[src/rtl/fp_pkg.sv]
// Shared fixed-point definitions for the raycaster datapath.
// Holds the default operand format, the saturation limits of each
// supported width, and the requester tag type used by the shared
// multiplier arbiter.
package fp_pkg;

    localparam int unsigned FP_WIDTH      = 16;
    localparam int unsigned FP_FRAC_WIDTH = 8;
    localparam int unsigned FP_NUM_REQ    = 4;

    // Saturation limits for the supported widths (16/8, 24/12, 32/16)
    localparam logic [15:0] SAT_MAX_16 = 16'h7FFF;
    localparam logic [15:0] SAT_MIN_16 = 16'h8000;
    localparam logic [23:0] SAT_MAX_24 = 24'h7F_FFFF;
    localparam logic [23:0] SAT_MIN_24 = 24'h80_0000;
    localparam logic [31:0] SAT_MAX_32 = 32'h7FFF_FFFF;
    localparam logic [31:0] SAT_MIN_32 = 32'h8000_0000;

    // Tag width for n requesters; a single requester still needs one bit
    function automatic int unsigned tag_width(input int unsigned n);
        return (n > 1) ? 32'($clog2(n)) : 32'd1;
    endfunction

    localparam int unsigned TAG_W = tag_width(FP_NUM_REQ);
    typedef logic [TAG_W-1:0] tag_t;

endpackage

[src/rtl/multiply.sv]
// Saturating signed fixed-point multiplier (purely combinational).
// Ports:
//   a, b      : signed fixed-point operands (WIDTH bits, FRAC_WIDTH fractional)
//   prod_c    : truncated product, clipped to the representable range
//   ovrflw_c  : 1 when prod_c was clipped
module multiply
    import fp_pkg::*;
#(
    parameter int unsigned WIDTH      = FP_WIDTH,
    parameter int unsigned FRAC_WIDTH = FP_FRAC_WIDTH
) (
    input  logic [WIDTH-1:0] a,
    input  logic [WIDTH-1:0] b,
    output logic [WIDTH-1:0] prod_c,
    output logic             ovrflw_c
);

    localparam int unsigned PW   = 2 * WIDTH;
    localparam int unsigned TOP  = WIDTH + FRAC_WIDTH - 1;
    localparam int unsigned HI_W = PW - TOP;

    logic [PW-1:0]         a_ext;
    logic [PW-1:0]         b_ext;
    logic [PW-1:0]         full;
    logic [HI_W-1:0]       hi;
    logic [FRAC_WIDTH-1:0] unused_frac;

    // Low 2*WIDTH bits of the product of sign-extended operands are the
    // exact two's-complement signed product.
    assign a_ext = {{WIDTH{a[WIDTH-1]}}, a};
    assign b_ext = {{WIDTH{b[WIDTH-1]}}, b};
    assign full  = a_ext * b_ext;

    // Result fits only if every bit from the kept MSB upward is a sign copy
    assign hi          = full[PW-1:TOP];
    assign unused_frac = full[FRAC_WIDTH-1:0];

    always_comb begin
        ovrflw_c = !((hi == '0) || (hi == '1));
        prod_c   = full[TOP:FRAC_WIDTH];
        if (ovrflw_c) begin
            prod_c = full[PW-1] ? {1'b1, {(WIDTH-1){1'b0}}}
                                : {1'b0, {(WIDTH-1){1'b1}}};
        end
    end

endmodule

[src/rtl/mult_share_arb.sv]
// Round-robin arbiter time-sharing one saturating fixed-point multiplier
// among NUM_REQ requesters. Two register stages: operands (stage 1) and
// product (stage 2); a grant in cycle k responds in cycle k+2.
// Ports:
//   clk_in, rst_in     : clock, synchronous active-high reset
//   req_valid_in       : per-requester request valid
//   req_ready_out      : one-hot grant (accept = valid & ready)
//   req_arg1_in/2_in   : packed operands, requester i at [i*WIDTH +: WIDTH]
//   resp_valid_out     : one-hot, one-cycle response pulse
//   resp_prod_out      : saturated product (holds when no response)
//   resp_ovrflw_out    : saturation flag of the response
//   busy_out           : any stage valid or any request outstanding
// Optional (MULT_SHARE_ARB_STATS_EN defined):
//   ovrflw_count_out   : saturating count of overflowing responses
//   grant_count_out    : saturating per-requester acceptance counts, 16b each
module mult_share_arb
    import fp_pkg::*;
#(
    parameter int unsigned WIDTH      = FP_WIDTH,
    parameter int unsigned FRAC_WIDTH = FP_FRAC_WIDTH,
    parameter int unsigned NUM_REQ    = FP_NUM_REQ
) (
    input  logic                     clk_in,
    input  logic                     rst_in,
    input  logic [NUM_REQ-1:0]       req_valid_in,
    output logic [NUM_REQ-1:0]       req_ready_out,
    input  logic [NUM_REQ*WIDTH-1:0] req_arg1_in,
    input  logic [NUM_REQ*WIDTH-1:0] req_arg2_in,
    output logic [NUM_REQ-1:0]       resp_valid_out,
    output logic [WIDTH-1:0]         resp_prod_out,
    output logic                     resp_ovrflw_out,
    output logic                     busy_out
`ifdef MULT_SHARE_ARB_STATS_EN
    ,
    output logic [15:0]              ovrflw_count_out,
    output logic [NUM_REQ*16-1:0]    grant_count_out
`endif
);

    localparam int unsigned TW = tag_width(NUM_REQ);

    logic [TW-1:0]      rr_ptr;
    logic [TW-1:0]      grant_idx;
    logic               grant_any;
    logic [NUM_REQ-1:0] outstanding;
    logic [NUM_REQ-1:0] eligible;
    logic [NUM_REQ-1:0] accept_vec;
    logic [NUM_REQ-1:0] resp_vec;

    logic               s1_valid;
    logic [TW-1:0]      s1_tag;
    logic [WIDTH-1:0]   s1_a;
    logic [WIDTH-1:0]   s1_b;
    logic               s2_valid;
    logic [TW-1:0]      s2_tag;

    logic [WIDTH-1:0]   mul_prod;
    logic               mul_ovrflw;

    // (base + off) mod NUM_REQ for base, off < NUM_REQ
    function automatic logic [TW-1:0] wrap_add(input logic [TW-1:0] base,
                                               input int unsigned off);
        int unsigned sum;
        sum = 32'(base) + off;
        if (sum >= NUM_REQ) begin
            sum = sum - NUM_REQ;
        end
        return TW'(sum);
    endfunction

    // One in-flight operation per requester
    assign eligible = req_valid_in & ~outstanding;

    // First eligible requester at or after the round-robin pointer
    always_comb begin
        grant_any = 1'b0;
        grant_idx = '0;
        for (int unsigned off = 0; off < NUM_REQ; off++) begin
            if (!grant_any && eligible[wrap_add(rr_ptr, off)]) begin
                grant_any = 1'b1;
                grant_idx = wrap_add(rr_ptr, off);
            end
        end
    end

    // Reset suppresses grants and responses in the reset cycle itself
    assign accept_vec     = (grant_any && !rst_in) ? (NUM_REQ'(1) << grant_idx) : '0;
    assign req_ready_out  = accept_vec;
    assign resp_vec       = s2_valid ? (NUM_REQ'(1) << s2_tag) : '0;
    assign resp_valid_out = rst_in ? '0 : resp_vec;
    assign busy_out       = !rst_in && (s1_valid || s2_valid || (|outstanding));

    multiply #(
        .WIDTH      (WIDTH),
        .FRAC_WIDTH (FRAC_WIDTH)
    ) u_multiply (
        .a        (s1_a),
        .b        (s1_b),
        .prod_c   (mul_prod),
        .ovrflw_c (mul_ovrflw)
    );

    // Arbitration state and the two pipeline stages
    always_ff @(posedge clk_in) begin
        if (rst_in) begin
            rr_ptr          <= '0;
            outstanding     <= '0;
            s1_valid        <= 1'b0;
            s1_tag          <= '0;
            s1_a            <= '0;
            s1_b            <= '0;
            s2_valid        <= 1'b0;
            s2_tag          <= '0;
            resp_prod_out   <= '0;
            resp_ovrflw_out <= 1'b0;
        end else begin
            outstanding <= (outstanding & ~resp_vec) | accept_vec;
            s1_valid    <= grant_any;
            if (grant_any) begin
                rr_ptr <= wrap_add(grant_idx, 1);
                s1_tag <= grant_idx;
                s1_a   <= req_arg1_in[32'(grant_idx)*WIDTH +: WIDTH];
                s1_b   <= req_arg2_in[32'(grant_idx)*WIDTH +: WIDTH];
            end
            s2_valid <= s1_valid;
            s2_tag   <= s1_tag;
            // Product bus holds its last value between responses
            if (s1_valid) begin
                resp_prod_out   <= mul_prod;
                resp_ovrflw_out <= mul_ovrflw;
            end
        end
    end

`ifdef MULT_SHARE_ARB_STATS_EN
    // Saturating overflow and per-requester grant counters
    always_ff @(posedge clk_in) begin
        if (rst_in) begin
            ovrflw_count_out <= '0;
            grant_count_out  <= '0;
        end else begin
            if (s2_valid && resp_ovrflw_out && (ovrflw_count_out != 16'hFFFF)) begin
                ovrflw_count_out <= ovrflw_count_out + 16'd1;
            end
            for (int unsigned i = 0; i < NUM_REQ; i++) begin
                if (accept_vec[i] && (grant_count_out[i*16 +: 16] != 16'hFFFF)) begin
                    grant_count_out[i*16 +: 16] <= grant_count_out[i*16 +: 16] + 16'd1;
                end
            end
        end
    end
`endif

endmodule

[config.mk]
export PLATFORM = sky130hd
export DESIGN_NAME = mult_share_arb
export DESIGN_NICKNAME = d
export VERILOG_FILES = /design/src/rtl/fp_pkg.sv /design/src/rtl/multiply.sv /design/src/rtl/mult_share_arb.sv
export SDC_FILE = /design/constraint.sdc
export NUM_CORES = 1
export LEC_CHECK = 0
export BUFFER_PORTS_ARGS = -buffer_cell sky130_fd_sc_hd__buf_2
export CORE_MARGIN = 3
export CORE_UTILIZATION = 50
export CTS_CLUSTER_SIZE = 20
export DETAILED_ROUTE_END_ITERATION = 10
export PLACE_DENSITY = 0.8
export SYNTH_ARGS = -nofsm -noshare
export SYNTH_HDL_FRONTEND = slang
export SYNTH_SLANG_ARGS = --single-unit
[constraint.sdc]
create_clock -name clk_in -period 14.81 [get_ports clk_in]
set_input_delay 0 -clock clk_in [delete_from_list [all_inputs] [get_ports clk_in]]
set_output_delay 0 -clock clk_in [all_outputs]
set_load 0.02 [all_outputs]
* Yosys cells after proc, flatten, opt, wreduce, memory -nomap -nowiden
Index checks and enable logic that the tools add are counted.
** Operators by class
- $mul :: 1
- $lt $le $gt $ge :: 9
- Bitwise gates (word level) :: 5
- Reductions and logical operators :: 15
- Eq/ne operators :: 1
- Shift operators :: 4
- Multiplexer cells :: 26
- Add/sub/neg operators :: 9
** Operators with widths (count)
- $shiftx A64 B7 Y16 :: 2
- $mul A16 B16 Y32 :: 1
- $mux W16 :: 2
- $mux W2 :: 9
- $ge A3 B3 Y1 const B :: 4
- $lt A2 B3 Y1 const B :: 4
- $mux W4 :: 3
- $sub A2 B1 Y2 const B :: 5
- $eq A9 B9 Y1 const B :: 1
- $logic_not A9 Y1 :: 1
- $and A4 B4 Y4 :: 2
- $bmux W1 S2 :: 4
- $mux W1 :: 8
- $not A4 Y4 :: 2
- $shl A1 B2 Y4 const A :: 2
- $add A2 B1 Y3 const B :: 2
- $add A2 B2 Y3 const B :: 2
- $logic_and A1 B1 Y1 :: 5
- $logic_not A1 Y1 :: 5
- $or A4 B4 Y4 :: 1
- $reduce_or A4 Y1 :: 1
- $ge A2 B3 Y1 const B :: 1
- $logic_or A1 B1 Y1 :: 3
** Storage, ports and cells
- Logic and storage cells :: 80
- Input bits :: 134
- Register bits after elaboration :: 61
- Output and inout bits :: 26

* Longest topological paths before layout
Gate-level depths: netlist of the first run.
- Depth after elaboration :: 17
- Depth in mapped cells :: 27
- Mapped depth without buffers :: 24

* Modules after synthesis
A second synthesis of the first run with hierarchy kept.
** Second synthesis, totals
- Cells, all modules :: 1471
- Area total of the unflattened synthesis :: 13574.3 µm²
** By module, submodules not included
- multiply :: times used 1, area each 10367.4 µm², seq. area each 0.0 µm², cells each 1161
- mult_share_arb :: times used 1, area each 3206.8 µm², seq. area each 1221.2 µm², cells each 310

* Worst setup path before layout of the first run
OpenSTA, ideal clock, no wires.
- Path type :: reg-to-reg
- From :: reg s1_b[1]
- To :: reg resp_prod_out[2]
- Setup time :: 81 ps
- Setup slack :: 8154 ps
- Buffers on the path :: 2
- Cell stages (with the launch flop) :: 24
- Period minus slack after synthesis :: 6656 ps
- Arrival time :: 6575 ps
- Data required time :: 14729 ps
- Cells stage by stage :: dfxtp_1 clkbuf_1 nand2_1 inv_1 fa_1 inv_1 fa_1 inv_1 fa_1 fa_1 fa_1 inv_1 fa_1 inv_1 ha_1 nand2_1 o21ai_1 nor2_1 a311o_1 or4_4 o41ai_4 buf_6 nand2_2 a211oi_2
** On the way
- Longest elaborated chain between the ends :: 4
- Elaborated cells on any way between the ends :: 6
- Classes of those cells :: mul (1); eq/ne (1); mux (2); reduce/logical (2)
** Ends and longest elaborated chain
- start: declaration :: line mult_share_arb.sv:53 : logic [WIDTH-1:0] s1_b;
- start signal: assignment :: line mult_share_arb.sv:123 : s1_b <= req_arg2_in[32'(grant_idx)*WIDTH +: WIDTH];
- $mul A16 B16 Y32 * :: line multiply.sv:32 : assign full = a_ext * b_ext;
- $eq A9 B9 Y1 / $logic_not A9 Y1 (equally long branches) :: line multiply.sv:39 : ovrflw_c = !((hi == '0) || (hi == '1));
- $logic_or A1 B1 Y1 :: line multiply.sv:39
- $mux W16 * :: line multiply.sv:41 : if (ovrflw_c) begin
- end signal: assignment :: line mult_share_arb.sv:129 : resp_prod_out <= mul_prod;
- end: declaration :: line mult_share_arb.sv:30 : output logic [WIDTH-1:0] resp_prod_out,
Every way passes the cells marked *; elsewhere a longest branch is shown, timed or not.
A chain may end at the register's enable or synchronous reset.

* Worst setup path after layout of the first run
- From :: reg s1_a[7]
- To :: reg resp_prod_out[5]
** On the way
- Longest elaborated chain between the ends :: 4
- Elaborated cells on any way between the ends :: 6
- Classes of those cells :: mul (1); eq/ne (1); mux (2); reduce/logical (2)
** Ends and longest elaborated chain
- start: declaration :: line mult_share_arb.sv:52 : logic [WIDTH-1:0] s1_a;
- start signal: assignment :: line mult_share_arb.sv:122 : s1_a <= req_arg1_in[32'(grant_idx)*WIDTH +: WIDTH];
- $mul A16 B16 Y32 * :: line multiply.sv:32
- $eq A9 B9 Y1 / $logic_not A9 Y1 (equally long branches) :: line multiply.sv:39
- $logic_or A1 B1 Y1 :: line multiply.sv:39
- $mux W16 * :: line multiply.sv:41
Marks and branches as above.

==> results of run 1 <==
## cells in the final DEF, fill, tap and decap left out, types with 33 or more instances in the layout
cell type / synthesis / layout
a21oi_1: 49 / 49
and2_1: 133 / 133
buf_2: 7 / 159
dfxtp_1: 61 / 61
dlygate4sd3_1: 0 / 33
fa_1: 261 / 261
ha_1: 83 / 83
inv_1: 296 / 296
nand2_1: 234 / 234
nor2_1: 65 / 65
## path summary, 6_finish.rpt
kind / to / slack [ns] / depth (start not counted)
setup / recovery: resp_prod_out[5]$_SDFFE_PP0P_ / 7.09 / 22
setup reg to reg: resp_prod_out[5]$_SDFFE_PP0P_ / 7.09 / 22
hold / removal: s1_b[0]$_SDFFE_PP0N_ / 0.01 / 3
hold reg to reg: s1_tag[1]$_SDFFE_PP0N_ / 0.47 / 2
## worst max-delay path, cell delays in order (launching register included)
cell and delay (ns):
dfxtp_1 0.75, nand2_1 0.18, fa_1 0.56, inv_1 0.05, fa_1 0.51, inv_1 0.07
fa_1 0.56, inv_1 0.06, fa_1 0.45, fa_1 0.49, inv_1 0.05, fa_1 0.47
inv_1 0.05, ha_1 0.36, a21oi_1 0.27, o22ai_1 0.13, a211oi_1 0.49, o21ai_1 0.25
xnor2_1 0.19, or4_4 0.46, o41ai_4 0.77, nand3_1 0.22, a211oi_2 0.26
## registers in the layout, indices dropped and copies added, names as in the netlist
name             flops
s1_valid             1
s2_tag               2
resp_prod_out       16
rr_ptr               2
s1_tag               2
outstanding          4
s1_b                16
s2_valid             1
s1_a                16
resp_ovrflw_out      1
## kinds of logic (layout without fill, tap and decap cells)
logic type | count (synthesis) | after routing | share of synthesized area [%]
simple gates | 525 | 525 | 18.8
compound gates | 205 | 205 | 11.2
fa+ha+maj | 344 | 344 | 46.5
mux | 24 | 24 | 1.78
buf+inv | 376 | 510 | 10.7
flops | 61 | 61 | 9.07
xor+xnor | 28 | 28 | 1.92
## layout make-up
cell class	count	share of cell area [%]
clock buffers	9	1.50
multi-input cells	1126	71.9
well taps	335	2.79
repair buffers	197	7.74
inverters	297	7.41
clock inverters	7	0.549
flip-flops and latches	61	8.12
## metrics by stage
step	hold WS (ns)	cells	util, %	instance area [sq um]
final	0.00951	2032	57.2	15000
after global routing	0.00717	2032	57.2	15000
after CTS	0.00565	2032	57.2	15000
after detailed placement	0.284	1983	54.8	14400
after global placement	0.284	1983	54.8	14400
after floorplan	0.113	1563	-	13500
## timing repair
action | in CTS | in global routing
hold buffers | 33 | 0
hold endpoints to repair | 17 | 0
resized for setup | 0 | 0
setup buffers | 0 | 0
## per-layer routing
layer  vias to the layer above  share of wire, %
met3                        99               7.6
met4                         0               2.9
met5                         -                 0
met1                      5703                39
li1                       5146                 -
met2                       516                51
==> flow_metrics.env, run 1 <==
export IMPL_fmax_mhz=130
export IMPL_core_sq_um=26300
export IMPL_yosys_warnings=0
export IMPL_start_util_pct=51.2
export IMPL_rsz0062_at_grt="no"
export IMPL_required_ns=15.07
export IMPL_setup_viol=0
export IMPL_layout_drive_gt1_share_pct=12.7
export IMPL_tightest_slew_ns=1.29
export IMPL_avgViaCountPerCell=5.64
export IMPL_critPathLaunchType="register"
export IMPL_multi_input_area_sq_um=10800
export IMPL_async_flop_share_pct=0
export IMPL_grt_usage_pct=25.0
export IMPL_hp_start="req_arg2_in[48]"
export IMPL_diodes=0
export IMPL_fin_crit_ns=7.72
export IMPL_critPathKind="register to register"
export IMPL_ctsLongestPathBuffers=2
export IMPL_yosys_top_cells_count="inv_1, fa_1, nand2_1"
export IMPL_syn_num_nets=2041
export IMPL_critPathArrivalTime_ns=7.98
export IMPL_crit_path_end_kind="register"
export IMPL_wl_microns=36200
export IMPL_hold_viol_final=0
export IMPL_crit_fanout=17
export IMPL_yosysTopAreaCell="fa_1"
export IMPL_post_route_period_util_pct=52.1
export IMPL_grtUsageMet2_pct=42.5
export IMPL_cts_max_level=3
export IMPL_drv_slew=0
export IMPL_finClkSkew_ns=0.0112
export IMPL_netlist_area_leader_share_pct=38.8
export IMPL_ff_latch_area_sq_um=1220
export IMPL_yosys_cell_count_top_type="inv_1"
export IMPL_slew_headroom_pct=13.7
export IMPL_hold_path_class="input pin to register"
export IMPL_synth_seq_cells=61
export IMPL_syn_to_final_growth_pct=11.7
export IMPL_cts_tree="yes"
export IMPL_cts_buffers_inserted=9
export IMPL_cap_viol_max_count=0
export IMPL_grtUsageMet1_pct=33.7
export IMPL_avgSynthCellArea_sq_um=8.61
export IMPL_die_area_sq_um=28900
export IMPL_status="finished, final reports clean"
export IMPL_busiest_layer="met2"
export IMPL_drt_pass1_iterations=5
export IMPL_numPortBuffers=159
export IMPL_fillers=2227
export IMPL_grt_max_degree=69
export IMPL_postRouteAntennaNets=0
export IMPL_nets=2170
export IMPL_fin_ws_ns=7.09
export IMPL_clk_latency_ns=0.34
export IMPL_drc_errors=0
export IMPL_gr_total_overflow=0
export IMPL_grt_first_pass_wirelength_microns=58100
export IMPL_drtIter0Drc=914
export IMPL_critPathLaunch="s1_a[7]$_SDFFE_PP0N_"
export IMPL_grt_pass1_vias=11700
export IMPL_dieWidth_microns=170
export IMPL_r2r_start="s1_a[7]$_SDFFE_PP0N_"
export IMPL_synth_area_top_cells="fa_1, dfxtp_1, inv_1, ha_1, nand2_1"
export IMPL_routabilityCongestion=0.910
export IMPL_synth_edf_count=0
export IMPL_place_ws_ns=7.20
export IMPL_num_vias=11500
export IMPL_netlist_instances=1563
export IMPL_dieHeight_microns=170
export IMPL_antenna_found_initial=0
export IMPL_use_met3_pct=3.32
export IMPL_ys_seq_area_share_pct=9.07
export IMPL_routedWlPerCell_microns=17.8
export IMPL_root_buffer="clkbuf_16"
export IMPL_syn_area_sq_um=13500
export IMPL_synth_ff_type="dfxtp_1"
export IMPL_setup_tns_final_ns=0
export IMPL_dp_hpwl_microns=28700
export IMPL_cts_sinks=61
export IMPL_io_pins=160
export IMPL_synth_distinct_cells=68
export IMPL_rows=59
export IMPL_clk_pin_slew_ns=0.06
Power of run 1 is left out: the tool's default activity adds up to more than one toggle a clock period on the data nets, which glitch-free logic cannot reach.
==> run 2: changes to the inputs <==
==> constraint.sdc (replaced) <==
create_clock -name clk_in -period 7.85 [get_ports clk_in]
set_input_delay 0 -clock clk_in [delete_from_list [all_inputs] [get_ports clk_in]]
set_output_delay 0 -clock clk_in [all_outputs]
set_load 0.02 [all_outputs]
==> flow_metrics.env, run 2 (synthesized netlist as in run 1, its figures left out) <==
export IMPL_cts_tree="yes"
export IMPL_diodes=0
export IMPL_critPathLaunchType="register"
export IMPL_reg2regPathDepth=23
export IMPL_num_vias=11500
export IMPL_fmax_mhz=134
export IMPL_crit_path_end_kind="register"
export IMPL_slew_headroom_pct=16.3
export IMPL_numPortBuffers=159
export IMPL_grt_first_pass_wirelength_microns=59000
export IMPL_whs_path_depth=3
export IMPL_grt_pass1_vias=11900
export IMPL_io_pins=160
export IMPL_ctsLongestPathBuffers=2
export IMPL_hold_path_class="input pin to register"
export IMPL_status="finished, final reports clean"
export IMPL_core_sq_um=26300
export IMPL_r2r_start="s1_a[6]$_SDFFE_PP0N_"
export IMPL_cts_buffers_inserted=9
export IMPL_hold_viol_final=0
export IMPL_routedWlPerCell_microns=17.8
export IMPL_nets=2187
export IMPL_fin_crit_ns=7.48
export IMPL_tightest_slew_ns=1.25
export IMPL_clk_pin_slew_ns=0.06
export IMPL_root_buffer="clkbuf_16"
export IMPL_rows=59
export IMPL_final_area_sq_um=15200
export IMPL_finClkSkew_ns=0.0105
export IMPL_fin_util_pct=57.7
export IMPL_grt_usage_pct=25.5
export IMPL_rsz0062_at_grt="no"
export IMPL_cts_sinks=61
export IMPL_drtIter0Drc=892
export IMPL_layout_drive_gt1_share_pct=13.9
export IMPL_dp_hpwl_microns=29700
export IMPL_cts_max_level=3
export IMPL_top_regs="resp_prod_out x16, s1_a x16, s1_b x16"
export IMPL_die_area_sq_um=28900
export IMPL_setup_viol=0
export IMPL_syn_to_final_growth_pct=12.6
export IMPL_setup_tns_final_ns=0
export IMPL_dpl_instance_area_sq_um=14500
export IMPL_postRouteAntennaNets=0
export IMPL_mostFrequentLayoutCells="inv_1, fa_1, nand2_1, buf_2, and2_1"
export IMPL_post_route_period_util_pct=95.3
export IMPL_crit_fanout=17
export IMPL_drc_errors=0
export IMPL_grt_max_degree=69
export IMPL_cap_viol_max_count=0
export IMPL_drt_pass1_iterations=6
export IMPL_avgViaCountPerCell=5.61
export IMPL_antenna_found_initial=0
export IMPL_gr_total_overflow=0
export IMPL_required_ns=8.12
export IMPL_wl_microns=36600
export IMPL_dieWidth_microns=170
export IMPL_place_ws_ns=0.364
export IMPL_fin_ws_ns=0.366
export IMPL_critPathArrivalTime_ns=7.75
export IMPL_routabilityCongestion=0.979
export IMPL_drv_slew=0
export IMPL_critPathKind="register to register"
export IMPL_clk_latency_ns=0.35
export IMPL_dieHeight_microns=170
export IMPL_start_util_pct=51.2
export IMPL_final_common_cell="inv_1"
export IMPL_critPathLaunch="s1_a[6]$_SDFFE_PP0N_"
export IMPL_hp_start="req_arg2_in[49]"
==> run 2: worst max-delay path: stages, from the launching register on <==
cell and delay [ns]:
dfxtp_1 0.74, nand2_1 0.18, fa_1 0.54, inv_1 0.05, fa_1 0.51, inv_1 0.06, fa_1 0.52, inv_1 0.06
fa_1 0.45, fa_1 0.50, inv_1 0.05, fa_1 0.48, inv_1 0.06, ha_1 0.37, a21oi_1 0.32, o22ai_1 0.14
a211oi_1 0.49, o21ai_1 0.24, xnor2_1 0.19, or4_4 0.46, o41ai_4 0.48, buf_4 0.23, nand2_2 0.06, a211oi_2 0.23
==> run 2: timing repair <==
item	4_1_cts	5_1_grt
setup endpoints to repair	0	5
hold buffers	30	0
gates resized for setup	0	2
hold endpoints to repair	15	0
buffers inserted	0	2
==> run 2: metal layers <==
metal  vias to the layer above  share of wire, %  wire (microns)  track usage [%]
li1                       5176                 -               -                -
met2                       478                50           18400             42.7
met5                         -                 0               0                0
met3                        91               7.3            2660             4.51
met1                      5750                39           14400             33.9
met4                         0               2.9            1080             8.15
==> run 2: final timing paths <==
path | end | slack [ns]
setup reg to reg | resp_prod_out[2]$_SDFFE_PP0P_ | 0.37
hold reg to reg | s1_tag[0]$_SDFFE_PP0N_ | 0.45
setup / recovery | resp_prod_out[2]$_SDFFE_PP0P_ | 0.37
hold / removal | s1_b[1]$_SDFFE_PP0N_ | 0.01
==> run 2: metrics by stage <==
stage	hold slack, ns	instances
finish	0.0110	2049
global route	0.0254	2049
CTS	0.00406	2047
detailed placement	0.288	2001
global placement	0.285	2001
floorplan	0.113	1563
==> run 2: layout make-up <==
type | instances | area, sq um
clock buffers | 10 | 239
clock inverters | 6 | 72.6
fillers | 2246 | 11100
inverters | 297 | 1120
multi-input cells | 1126 | 10800
flip-flops and latches | 61 | 1220
well taps | 335 | 419
repair buffers | 214 | 1280
Power of run 2 is left out for the same reason.
==> run 3: changes to the inputs <==
--- a/config.mk
+++ b/config.mk
@@ -6,6 +6,7 @@
 export NUM_CORES = 1
 export LEC_CHECK = 0
 export BUFFER_PORTS_ARGS = -buffer_cell sky130_fd_sc_hd__buf_2
+export CORE_ASPECT_RATIO = 0.6
 export CORE_MARGIN = 3
 export CORE_UTILIZATION = 50
 export CTS_CLUSTER_SIZE = 20
==> flow_metrics.env, run 3 (synthesized netlist as in run 1, its figures left out) <==
export IMPL_status="finished, final reports clean"
export IMPL_grt_first_pass_wirelength_microns=62000
export IMPL_critPathArrivalTime_ns=7.90
export IMPL_layout_drive_gt1_share_pct=14.3
export IMPL_drv_slew=0
export IMPL_slew_headroom_pct=19.2
export IMPL_dieWidth_microns=218
export IMPL_fmax_mhz=131
export IMPL_dieHeight_microns=133
export IMPL_ctsLongestPathBuffers=2
export IMPL_multi_input_area_sq_um=10800
export IMPL_core_sq_um=25900
export IMPL_numPortBuffers=159
export IMPL_ff_latch_area_sq_um=1230
export IMPL_drtIter0Drc=1224
export IMPL_drc_errors=0
export IMPL_highest_layer="met4"
export IMPL_die_area_sq_um=29000
export IMPL_cts_max_level=3
export IMPL_io_pins=160
export IMPL_critPathLaunchType="register"
export IMPL_gr_total_overflow=0
export IMPL_routedWlPerCell_microns=18.8
export IMPL_cts_buffers_inserted=9
export IMPL_hold_slack_ns=0.00730
export IMPL_clk_pin_slew_ns=0.05
export IMPL_root_buffer="clkbuf_16"
export IMPL_drt_pass1_iterations=9
export IMPL_fillers=2171
export IMPL_rows=45
export IMPL_required_ns=8.09
export IMPL_critPathKind="register to register"
export IMPL_crit_path_end_kind="register"
export IMPL_diodes=0
export IMPL_wl_met1_microns=16300
export IMPL_wl_met2_microns=16900
export IMPL_cts_tree="yes"
export IMPL_tightest_slew_ns=1.21
export IMPL_fin_ws_ns=0.196
export IMPL_routabilityCongestion=0.965
export IMPL_hold_viol_final=0
export IMPL_place_ws_ns=0.217
export IMPL_route_met3_wl_microns=4980
export IMPL_syn_to_final_growth_pct=12.6
export IMPL_grt_usage_pct=27.0
export IMPL_top_regs="resp_prod_out x16, s1_a x16, s1_b x16"
export IMPL_nets=2185
export IMPL_grt_max_degree=68
export IMPL_fin_cells=2063
export IMPL_grt_pass1_vias=11900
export IMPL_hold_path_class="input pin to register"
export IMPL_avgViaCountPerCell=5.65
export IMPL_crit_fanout=17
export IMPL_clk_latency_ns=0.34
export IMPL_postRouteAntennaNets=0
export IMPL_finClkSkew_ns=0.0113
export IMPL_final_common_cell="inv_1"
export IMPL_wl_microns=38700
export IMPL_placed_cells=2021
export IMPL_rsz0062_at_grt="no"
export IMPL_mostFrequentLayoutCells="inv_1, fa_1, nand2_1, buf_2, and2_1"
export IMPL_cp_slowest_stage_delay_ns=0.82
export IMPL_start_util_pct=52.0
export IMPL_crit_top_cell="fa_1"
export IMPL_cap_viol_max_count=0
export IMPL_cts_sinks=61
export IMPL_fin_crit_ns=7.65
export IMPL_post_route_period_util_pct=97.5
export IMPL_antenna_found_initial=0
export IMPL_crit_slowest_cell="dfxtp_1"
export IMPL_setup_viol=0
export IMPL_cp_cell_sequence="nand2_1 -> fa_1 -> inv_1 -> fa_1 -> inv_1 -> fa_1 -> inv_1 -> fa_1 -> fa_1 -> inv_1 -> fa_1 -> inv_1 -> ha_1 -> a21oi_1 -> o22ai_1 -> a211oi_1 -> o21ai_2 -> xnor2_1 -> or4_4 -> o41ai_4 -> buf_4 -> o311ai_1 -> o31ai_1"
export IMPL_num_vias=11700
export IMPL_setup_tns_final_ns=0
export IMPL_dp_hpwl_microns=31500
==> run 3: final cells by class <==
class                           instances  share of cell area [%]
Inverter                              297                    7.38
Timing Repair Buffer                  212                    8.32
Clock inverter                          4                   0.322
Sequential cell                        61                    8.10
Clock buffer                           11                    1.60
Tap cell                              352                    2.91
Multi-Input combinational cell       1126                    71.4
==> run 3: layer usage <==
layer / vias to the layer above / GRT usage, %
li1: 5170 / -
met1: 5787 / 39.8
met2: 625 / 39.6
met3: 79 / 8.91
met4: 0 / 4.34
met5: - / 0
==> run 3: per-stage QoR <==
step	area, sq um	util, %
final	15200	58.5
after CTS	15100	58.4
after global placement	14600	56.3
after floorplan	13500	-
after detailed placement	14600	56.3
after global routing	15200	58.5
==> run 3: worst paths after layout <==
check                                             from                            end  slack [ns]  cells past startpoint
worst max-delay path              s1_a[5]$_SDFFE_PP0N_  resp_prod_out[4]$_SDFFE_PP0P_        0.20                     23
worst min-delay path                   req_arg1_in[32]           s1_a[0]$_SDFFE_PP0N_       0.007                      3
worst min register to register  s1_tag[0]$_SDFFE_PP0N_         s1_tag[0]$_SDFFE_PP0N_        0.46                      2
worst max register to register    s1_a[5]$_SDFFE_PP0N_  resp_prod_out[4]$_SDFFE_PP0P_        0.20                     23
==> run 3: critical path, delay by kind of cell (launching register included) <==
| kind | cells | cell delay, ns |
|---|---|---|
| xor+xnor | 1 | 0.21 |
| simple gates | 2 | 0.66 |
| fa+ha+maj | 7 | 3.34 |
| buf+inv | 6 | 0.56 |
| compound gates | 7 | 1.96 |
| flops | 1 | 0.82 |
==> run 3: what timing repair did <==
action / CTS / global route
gates resized for setup: 0 / 10
hold buffers: 27 / 0
buffers inserted: 0 / 0
endpoints found under the setup margin: 0 / 16
hold endpoints to repair: 14 / 0
Power of run 3 is left out for the same reason.
